--- src/rtl/prince_pkg.sv ---
// Shared definitions for the PRINCE M' diffusion layer.
// Contents: chunk/state widths, the controller state enum, and mhat(),
// the 16-bit M-hat0 / M-hat1 transform selected by a single bit.
package prince_pkg;

  localparam int CHUNK_W = 16;
  localparam int STATE_W = 64;

  typedef enum logic [1:0] {
    IDLE = 2'd0,
    CALC = 2'd1,
    HOLD = 2'd2
  } mprime_state_t;

  // Nibble r (0 = MSB nibble), bit p (0 = MSB of nibble) sits at bit 15-4r-p.
  // Output bit [r][p] is the XOR of input bits [c][p] over every c whose
  // rotated position (r+c+sel) mod 4 differs from p.
  function automatic logic [CHUNK_W-1:0] mhat(input logic [CHUNK_W-1:0] x,
                                               input logic               sel);
    logic [CHUNK_W-1:0] y;
    int                 sh;
    y  = '0;
    sh = sel ? 1 : 0;
    for (int r = 0; r < 4; r++) begin
      for (int p = 0; p < 4; p++) begin
        for (int c = 0; c < 4; c++) begin
          if (((r + c + sh) % 4) != p) begin
            y[15-4*r-p] = y[15-4*r-p] ^ x[15-4*c-p];
          end
        end
      end
    end
    return y;
  endfunction

endpackage

--- src/rtl/prince_mhat16.sv ---
// One 16-bit M-hat transform lane.
// Ports: i_x   - 16-bit input chunk
//        i_sel - 0 selects M-hat0, 1 selects M-hat1
//        o_y   - transformed chunk (purely combinational)
module prince_mhat16
  import prince_pkg::*;
(
  input  logic [CHUNK_W-1:0] i_x,
  input  logic               i_sel,
  output logic [CHUNK_W-1:0] o_y
);

  assign o_y = mhat(i_x, i_sel);

endmodule

--- src/rtl/prince_mprime_serial.sv ---
// Iterative PRINCE M' layer: diag(M0, M1, M1, M0) over four 16-bit chunks,
// LANES chunks per cycle through shared M-hat lanes.
// Ports: clk, rst (sync, active high)
//        in_valid/in_ready/data_in     - input handshake, block sampled on accept
//        out_valid/out_ready/data_out  - result handshake, data held until taken
//        busy                          - controller not in IDLE
//
// state | meaning
// IDLE  | waiting for a block, in_ready high
// CALC  | transforming one group of LANES chunks per cycle
// HOLD  | result presented until out_ready
module prince_mprime_serial
  import prince_pkg::*;
#(
  parameter int LANES = 1
) (
  input  logic               clk,
  input  logic               rst,
  input  logic               in_valid,
  output logic               in_ready,
  input  logic [STATE_W-1:0] data_in,
  output logic               out_valid,
  input  logic               out_ready,
  output logic [STATE_W-1:0] data_out,
  output logic               busy
);

  if (!(LANES == 1 || LANES == 2 || LANES == 4)) begin : g_bad_lanes
    $fatal(1, "prince_mprime_serial: LANES must be 1, 2 or 4");
  end

  localparam int         NGROUPS  = 4 / LANES;
  localparam logic [1:0] LAST_CNT = 2'(NGROUPS - 1);

  mprime_state_t r_state, w_state_nxt;
  logic [1:0]    r_cnt;
  // Element 0 is the MSB chunk, so chunk index k maps directly to r_work[k].
  logic [0:3][CHUNK_W-1:0] r_work, w_work_calc;
  logic w_load, w_step, w_last;

  logic [1:0]         w_idx      [LANES];
  logic [CHUNK_W-1:0] w_lane_in  [LANES];
  logic [CHUNK_W-1:0] w_lane_out [LANES];
  logic               w_lane_sel [LANES];

  always_comb begin
    for (int l = 0; l < LANES; l++) begin
      w_idx[l]      = 2'(int'(r_cnt) * LANES + l);
      w_lane_in[l]  = r_work[w_idx[l]];
      // Middle chunks use M-hat1, outer chunks M-hat0.
      w_lane_sel[l] = (w_idx[l] == 2'd1) || (w_idx[l] == 2'd2);
    end
  end

  for (genvar g = 0; g < LANES; g++) begin : g_lane
    prince_mhat16 u_mhat (
      .i_x   (w_lane_in[g]),
      .i_sel (w_lane_sel[g]),
      .o_y   (w_lane_out[g])
    );
  end

  always_comb begin
    w_work_calc = r_work;
    for (int l = 0; l < LANES; l++) begin
      w_work_calc[w_idx[l]] = w_lane_out[l];
    end
  end

  assign w_last = (r_cnt == LAST_CNT);

  always_comb begin
    w_state_nxt = r_state;
    in_ready    = 1'b0;
    out_valid   = 1'b0;
    busy        = 1'b1;
    w_load      = 1'b0;
    w_step      = 1'b0;
    case (r_state)
      IDLE: begin
        in_ready = 1'b1;
        busy     = 1'b0;
        if (in_valid) begin
          w_load      = 1'b1;
          w_state_nxt = CALC;
        end
      end
      CALC: begin
        w_step = 1'b1;
        if (w_last) w_state_nxt = HOLD;
      end
      HOLD: begin
        out_valid = 1'b1;
        if (out_ready) w_state_nxt = IDLE;
      end
      default: w_state_nxt = IDLE;
    endcase
  end

  always_ff @(posedge clk) begin
    if (rst) begin
      r_state <= IDLE;
      r_cnt   <= 2'd0;
      r_work  <= '0;
    end else begin
      r_state <= w_state_nxt;
      if (w_load) begin
        r_work <= data_in;
        r_cnt  <= 2'd0;
      end else if (w_step) begin
        r_work <= w_work_calc;
        // Hold at the last group; only the IDLE reload rewinds the counter.
        if (!w_last) r_cnt <= r_cnt + 2'd1;
      end
    end
  end

  assign data_out = r_work;

endmodule

--- config.mk ---
export PLATFORM = sky130hd
export DESIGN_NAME = prince_mprime_serial
export DESIGN_NICKNAME = d
export VERILOG_FILES = /design/src/rtl/prince_pkg.sv /design/src/rtl/prince_mhat16.sv /design/src/rtl/prince_mprime_serial.sv
export SDC_FILE = /design/constraint.sdc
export NUM_CORES = 1
export LEC_CHECK = 0
export ABC_AREA = 1
export ABC_CLOCK_PERIOD_IN_PS = 4700
export CAP_MARGIN = 10
export CORE_MARGIN = 10
export CORE_UTILIZATION = 25
export CTS_CLUSTER_SIZE = 20
export DETAILED_ROUTE_END_ITERATION = 16
export PLACE_DENSITY = 0.48
export SLEW_MARGIN = 0
export SYNTH_ARGS = -nofsm -noshare
export SYNTH_HDL_FRONTEND = slang
export SYNTH_SLANG_ARGS = --single-unit
export TNS_END_PERCENT = 5
--- constraint.sdc ---
create_clock -name clk -period 4.7 [get_ports clk]
set_input_delay 0.94 -clock clk [delete_from_list [all_inputs] [get_ports clk]]
set_output_delay 0.94 -clock clk [all_outputs]
set_load 0.02 [all_outputs]
## Yosys cells after proc, flatten, opt, wreduce, memory -nomap -nowiden

Cells that the tools add are included.

| storage, ports and cells | value |
|---|---|
| bits of input ports | 68 |
| output and inout port bits | 67 |
| logic and storage cells | 205 |
| register bits | 68 |

| operators by class | value |
|---|---|
| equal/unequal tests | 29 |
| reductions and logical operators | 21 |
| add/sub/neg operators | 7 |
| bitwise logic cells | 57 |
| order comparisons | 2 |
| mux-type cells | 83 |

Operators by type and width:

| operator | number |
|---|---|
| nonzero test 32 bit | 7 |
| 2-to-1 mux 64 bit | 2 |
| adder 4 x 32 -> 32 bit, first input constant | 3 |
| 2-to-1 mux 1 bit | 71 |
| adder 3 x 32 -> 32 bit, first input constant | 2 |
| bitwise mux 64 bit | 1 |
| 2-to-1 mux 16 bit | 3 |
| XOR 1 bit | 48 |
| inequality test 3 bit, second input constant | 14 |
| adder 2 x 32 -> 32 bit, first input constant | 1 |
| binary-select mux 16 bit (select 2 bit) | 1 |
| demux 16 bit (select 2 bit) | 1 |
| inequality test 3 x 2 -> 1 bit, second input constant | 7 |
| OR reduction 2 bit | 8 |
| bitwise AND 1 bit | 6 |
| == test 2 bit, second input constant | 3 |
| 2-to-1 mux 2 bit | 3 |
| inequality test 2 bit, second input constant | 3 |
| one-hot mux 2 bit (3 select lines) | 1 |
| == test 2 x 1 -> 1 bit, second input constant | 2 |
| >= comparator 3 bit, second input constant | 1 |
| less-than comparator 3 x 1 -> 1 bit, second input constant | 1 |
| inverter 2 -> 3 bit | 1 |
| AND reduction 3 bit | 1 |
| other kinds (8) | 8 |

## Logic depth before layout (Yosys ltp)

Gate-level depths: netlist (run 1).

| depth | value |
|---|---|
| depth after elaboration | 17 |
| gate-level depth with buffers | 15 |
| gate-level depth less buffers | 13 |

## Hierarchy

From an unflattened synthesis (run 1), not the netlist that was laid out.

| unflattened totals | value |
|---|---|
| cells, all modules | 856 |
| area total of the unflattened synthesis | 5063.6 sq um |

Modules (own cells, without submodules):

| module | cells each | area each (sq um) | times used | seq. area each (sq um) |
|---|---|---|---|---|
| prince_mprime_serial | 746 | 4484.3 | 1 | 1361.3 |
| prince_mhat16 | 110 | 579.3 | 1 | 0.0 |

## Worst setup path after synthesis (run 1)

OpenSTA, ideal clock, no wires.

| timing | value |
|---|---|
| path type | register to output |
| start | register r_state[0] |
| end | output port busy |
| cell stages (with the launch flop) | 5 |
| setup slack | 2.473 ns |
| data required time | 3.760 ns |
| arrival time | 1.287 ns |
| cell sequence | dfxtp_1 > nor2_1 > buf_2 > buf_1 > inv_1 |

| on the way | value |
|---|---|
| longest elaborated chain between the ends | 2 |

RTL lines:

| what | line | RTL |
|---|---|---|
| from (decl) | prince_mprime_serial.sv:35 | `mprime_state_t r_state, w_state_nxt;` |
| from (signal assigned) | prince_mprime_serial.sv:106 | `r_state <= w_state_nxt;` |
| logical NOT 2 bit | prince_mprime_serial.sv:79 | `case (r_state)` |
| 2-to-1 mux 1 bit | prince_mprime_serial.sv:79 |  |
| to (decl) | prince_mprime_serial.sv:25 | `output logic busy` |

No other way between the ends.

## Worst setup path after layout (run 1)

| timing | value |
|---|---|
| start | register r_state[0] |
| end | output port in_ready |

| on the way | value |
|---|---|
| longest elaborated chain between the ends | 2 |

RTL lines:

| what | line | RTL |
|---|---|---|
| logical NOT 2 bit | prince_mprime_serial.sv:79 |  |
| 2-to-1 mux 1 bit | prince_mprime_serial.sv:79 |  |
| to (decl) | prince_mprime_serial.sv:20 | `output logic in_ready,` |

No other way between the ends.

==> reports/summary.txt, run 1 <==
outcome: finished clean
critical path peak fanout: 35
Initial Utilization: 0.256
total congestion overflow: 0
DR WL/cell: 16.5 um
TritonRoute pass-1 iters: 4
unrepaired setup endpoints after global routing: false
slew margin rel.: 0.401
RePlAce Congestion: 0.841
Skew-Pair Late Insertion Delay: 0.34 ns
post-route ant nets: 0
cts hold-fix bufs: 0
Mapped Area: 4840 sq um
# rows: 50
Tot Pwr: 2.12 mW
cell depth of the worst flop-to-flop path: 7
vias per inst: 4.55
global-route wire length before repair: 30800 um
min-delay src: data_out[4]
Critical Path Sink Type: output pin
share of layout cells above drive strength 1: 0.0654
pins over their slew limit: 0
RR Endpoint: data_out[44]
ant diodes: 0
Fin. Hold Viols: 0
Total GRT Usage: 0.151
Post-Route WL: 19700 um
vias: 5433
final worst slack: 1.70 ns
initial antenna violation count: 0
Core ar.: 18900 sq um
final setup TNS: 0 ns
final cell count without fillers: 1193
Tcrit/Tclk final: 0.638
VDD IR-drop max: 0.000190 V
Post-DP HPWL: 14100 um
Die Height: 159 um
Slew @ Worst Pin: 0.899 ns
Die X: 159 um
Root Buffer: clkbuf_16
CTS buffer count: 9
Critical Path AT: 2.06 ns
Reg clk slew, reported paths: 0.05 ns
Setup CP Type: flip-flop to output pin
HP Class: flip-flop to flip-flop
Netlist cell types: 29
# IOs: 135
worst slack at placement: 1.93 ns
average size of a mapped cell: 5.86 sq um
LEAKAGE: 2.98 nW
Fmax: 333 MHz
max_cap viols: 0
Yosys warnings: 0
total die area: 25300 sq um
largest net degree at the start of global routing: 65
syn nets: 898
worst reg2reg path startpoint: r_cnt[0]
Period minus WS final: 3.00 ns
Synth Register Bits: 68
required time of the worst setup path: 3.76 ns
CTS tree: built
area delta synth->final: 36.6%
Pwr per Cell Area: 321 nW/um^2
Final Setup Violations: 0
H-tree levels: 3
DRC viols: 0
Seq/Total Area, Yosys: 0.281
Post-Synthesis Cells: 826
Clock Tree Buf Depth: 2
hold worst-path end: data_out[4]
initial drt markers: 354
Setup crit start kind: flip-flop
Worst Skew: 0.00705 ns
port buffer count: 134
vias in the first global route: 5443
Post-CTS Setup Inserts: 0
reg-to-reg slack, setup: 1.92 ns
post-CTS sizing: 0
Worst Hold Depth: 4
fin nets: 1001
Post-Place Cells: 1178
sinks on the clock net: 68
## metrics by stage
step / utilization / instance area [sq um] / hold WS (ns)
floorplan: - / 4840 / 0.614
global placement: 0.335 / 6320 / 0.577
detailed placement: 0.335 / 6320 / 0.576
CTS: 0.350 / 6610 / 0.584
global route: 0.350 / 6610 / 0.636
finish: 0.350 / 6610 / 0.583
## synth_stat cells (all sizes together)
cell    instances  area, sq um
a21oi          67          335
clkbuf         25         93.8
o21ai          14         81.3
nand3         189          976
or2             1         6.26
ha              4         50.1
inv            92          348
a21o            1         7.51
o21bai          1         7.51
nand2         304         1190
xnor2           7         61.3
a211oi          1         7.51
buf            26          154
nor2           20         77.6
xor2            6         82.6
dfxtp          68         1360
## sequential cells by signal, indices dropped and copies added (netlist names)
register,count
data_out,64
r_cnt,2
r_state,2
## routing by layer
metal	track usage	part of all wire	vias up
li1	-	-	2835
met5	0	0	-
met1	0.181	0.44	2499
met2	0.270	0.51	91
met4	0.0316	0.0075	0
met3	0.0346	0.042	8
## power breakdown
part	total, mW	internal (mW)	switching (mW)
Combinational	0.778	0.296	0.482
Clock	0.674	0.422	0.252
Sequential	0.671	0.625	0.0467
## kinds of logic (layout without fill, tap and decap cells)
group                    Yosys count  in the layout  share of synthesized area
XOR/XNOR                          13             13                     0.0297
adder cells (fa/ha/maj)            4              4                     0.0103
buffers and inverters            143            250                      0.123
AO/OA/AOI/OAI                     84             84                     0.0908
flip-flops                        68             68                      0.281
AND/OR/NAND/NOR                  514            514                      0.465
## area by class of cell
class                           instances  area [sq um]
Sequential cell                        68          1360
Clock inverter                          2          35.0
Fill cell                            2183         12300
Inverter                               92           348
Multi-Input combinational cell        615          2890
Timing Repair Buffer                  143          1400
Tap cell                              260           325
Clock buffer                           13           250
## how the worst max path moves through the flow
stage,from,end,slack (ns)
after CTS,r_state[0],in_ready,1.67
final,r_state[0],in_ready,1.70
after global placement,r_cnt[0],data_out[42],1.98
after detailed placement,r_cnt[0],data_out[42],1.93
after floorplan,r_state[0],busy,2.47
after global routing,r_state[0],in_ready,1.60
## cells in the final DEF, fill, tap and decap left out
cell,netlist,layout
nand3_1,183,183
a21o_1,1,1
nor2_4,0,1
clkinv_2,0,1
o21ai_2,3,3
nor2_2,1,1
clkbuf_1,25,3
clkbuf_8,0,1
buf_2,17,2
inv_4,1,1
xor2_1,2,2
nand2_4,1,1
inv_2,4,4
nand2_1,287,286
clkbuf_16,0,9
buf_4,1,9
a211oi_1,1,1
bufinv_16,0,1
clkdlybuf4s50_1,0,132
ha_1,4,4
o21ai_0,8,8
dfxtp_1,68,68
a21oi_1,67,67
or2_1,1,1
nand3_2,6,6
xor2_2,4,4
o21bai_1,1,1
o21ai_1,3,3
inv_1,87,87
xnor2_1,7,7
nor2_1,19,18
nand2_2,16,17
## critical path, stage by stage (launching register included)
cell             delay [ns]
dfxtp_1                0.34
nor2_4                 0.61
clkdlybuf4s50_1        0.75
Power figures use the tool's default switching activity.
==> run 2, diff against run 1 <==
- ABC_CLOCK_PERIOD_IN_PS: 4700 -> 3050
- clock period: 4.7 -> 3.05 ns (I/O delays scaled with it)
==> run 2 against run 1 <==
  * Final cell count increased by 0.50%
  * Combinational power increased by 54%
  * Critical endpoint unchanged
  * First-iteration DRC count is 14% lower
  * Clock-buffer cell count decreased by 1
  * Clock power rose by 71%
==> reports/summary.txt, run 2 (synthesis gave the netlist of run 1 again) <==
outcome: finished clean (unchanged)
HP Class: flip-flop to flip-flop (unchanged)
commonest non-fill, non-tap cell in the layout: nand2_1 (unchanged)
Tcrit/Tclk final: 0.739
Slew @ Worst Pin: 0.829 ns (was 0.899 ns)
cell depth of the worst flop-to-flop path: 9 (was 7)
max reg flops: 64 (unchanged)
crit path to: in_ready (unchanged)
worst reg2reg path startpoint: r_cnt[0] (unchanged)
# IOs: 135 (unchanged)
Critical Path Sink Type: output pin (unchanged)
Fin. Hold Viols: 0 (unchanged)
Worst Skew: 0.00813 ns (was 0.00705 ns)
slew margin rel.: 0.447 (was 0.401)
Period minus WS final: 2.25 ns
Root Buffer: clkbuf_16 (unchanged)
Fmax: 444 MHz
Critical Path AT: 1.64 ns (was 2.06 ns)
Clock Tree Buf Depth: 2 (unchanged)
Die Height: 159 um (unchanged)
initial drt markers: 303 (was 354)
Die X: 159 um (unchanged)
Setup crit start kind: flip-flop (unchanged)
Initial Utilization: 0.256 (unchanged)
cts hold-fix bufs: 0 (unchanged)
initial antenna violation count: 0 (unchanged)
required time of the worst setup path: 2.44 ns (was 3.76 ns)
DR WL/cell: 16.5 um (about the same)
final setup TNS: 0 ns (unchanged)
Post-DP HPWL: 14200 um (was 14100 um)
Total GRT Usage: 0.153 (was 0.151)
RePlAce Congestion: 0.827 (was 0.841)
post-CTS sizing: 0 (unchanged)
unrepaired setup endpoints after global routing: false (unchanged)
H-tree levels: 3 (unchanged)
fin nets: 1006 (was 1001)
share of layout cells above drive strength 1: 0.0724 (was 0.0654)
vias: 5493 (was 5433)
ant diodes: 0 (unchanged)
critical path peak fanout: 11 (was 35)
vias in the first global route: 5495 (was 5443)
dpl cell area: 6360 sq um (was 6320 sq um)
Finished Cell Area: 6680 sq um (was 6610 sq um)
LEAKAGE: 3.01 nW (was 2.98 nW)
CTS tree: built (unchanged)
TritonRoute pass-1 iters: 5 (was 4)
crit path launch: r_state[0] (unchanged)
area delta synth->final: 38.1% (was 36.6%)
Final Setup Violations: 0 (unchanged)
largest net degree at the start of global routing: 65 (unchanged)
Post-CTS Setup Inserts: 0 (unchanged)
port buffer count: 134 (unchanged)
global-route wire length before repair: 31200 um (was 30800 um)
sinks on the clock net: 68 (unchanged)
total die area: 25300 sq um (unchanged)
Reg clk slew, reported paths: 0.06 ns (was 0.05 ns)
Setup CP Type: flip-flop to output pin (unchanged)
most frequent cells in the layout: 286 x nand2_1, 183 x nand3_1, 132 x clkdlybuf4s50_1 (unchanged)
VDD IR-drop max: 0.000267 V (was 0.000190 V)
Skew-Pair Late Insertion Delay: 0.35 ns (was 0.34 ns)
vias per inst: 4.58 (was 4.55)
pins over their slew limit: 0 (unchanged)
DRC viols: 0 (unchanged)
RR Endpoint: data_out[26] (was data_out[44])
Pwr per Cell Area: 508 nW/um^2 (was 321 nW/um^2)
Core ar.: 18900 sq um (unchanged)
reg-to-reg slack, setup: 0.91 ns (was 1.92 ns)
total congestion overflow: 0 (unchanged)
post-route ant nets: 0 (unchanged)
CTS buffer count: 9 (unchanged)
Post-Route WL: 19800 um (was 19700 um)
max_cap viols: 0 (unchanged)
# rows: 50 (unchanged)
==> run 2: layout make-up <==
class,count,area [sq um]
Multi-Input combinational cell,615,2890
Sequential cell,68,1360
Clock buffer,12,246
Tap cell,260,325
Clock inverter,4,72.6
Timing Repair Buffer,148,1440
Inverter,92,348
Fill cell,2139,12200
==> run 2: per-layer routing <==
layer  wire, um  GRT usage
met1       8420      0.182
met2      10100      0.271
met3        998     0.0307
met4        228     0.0459
met5          0          0
==> run 2: worst min-delay path by stage <==
stage	slack [ns]	cells past startpoint	to	start
after floorplan	0.61	3	r_state[1]	r_state[0]
after global placement	0.58	4	data_out[14]	data_out[14]
after detailed placement	0.59	4	data_out[32]	data_out[32]
after CTS	0.60	4	data_out[32]	data_out[32]
after global routing	0.62	4	data_out[32]	data_out[32]
final	0.59	4	data_out[53]	data_out[53]
==> run 2: critical path: stages, from the launching register on <==
cell and delay [ns]:
dfxtp_1 0.34, nor2_4 0.28, clkdlybuf4s50_1 0.67
==> run 2: metrics by stage <==
step | worst slack (ns) | hold WS [ns] | utilization | total power [mW] | std cells
global route | 0.634 | 0.622 | 0.354 | 3.60 | 1199
floorplan | 0.891 | 0.614 | - | 1.82 | 826
finish | 0.797 | 0.591 | 0.354 | 3.39 | 1199
detailed placement | 0.886 | 0.585 | 0.337 | 2.27 | 1183
global placement | 0.908 | 0.575 | 0.337 | 2.27 | 1183
CTS | 0.772 | 0.595 | 0.354 | 3.43 | 1199
==> run 2: report_power, final <==
group / switching [mW] / total (mW) / internal (mW)
Combinational: 0.742 / 1.20 / 0.462
Sequential: 0.0718 / 1.03 / 0.962
Clock: 0.417 / 1.15 / 0.738
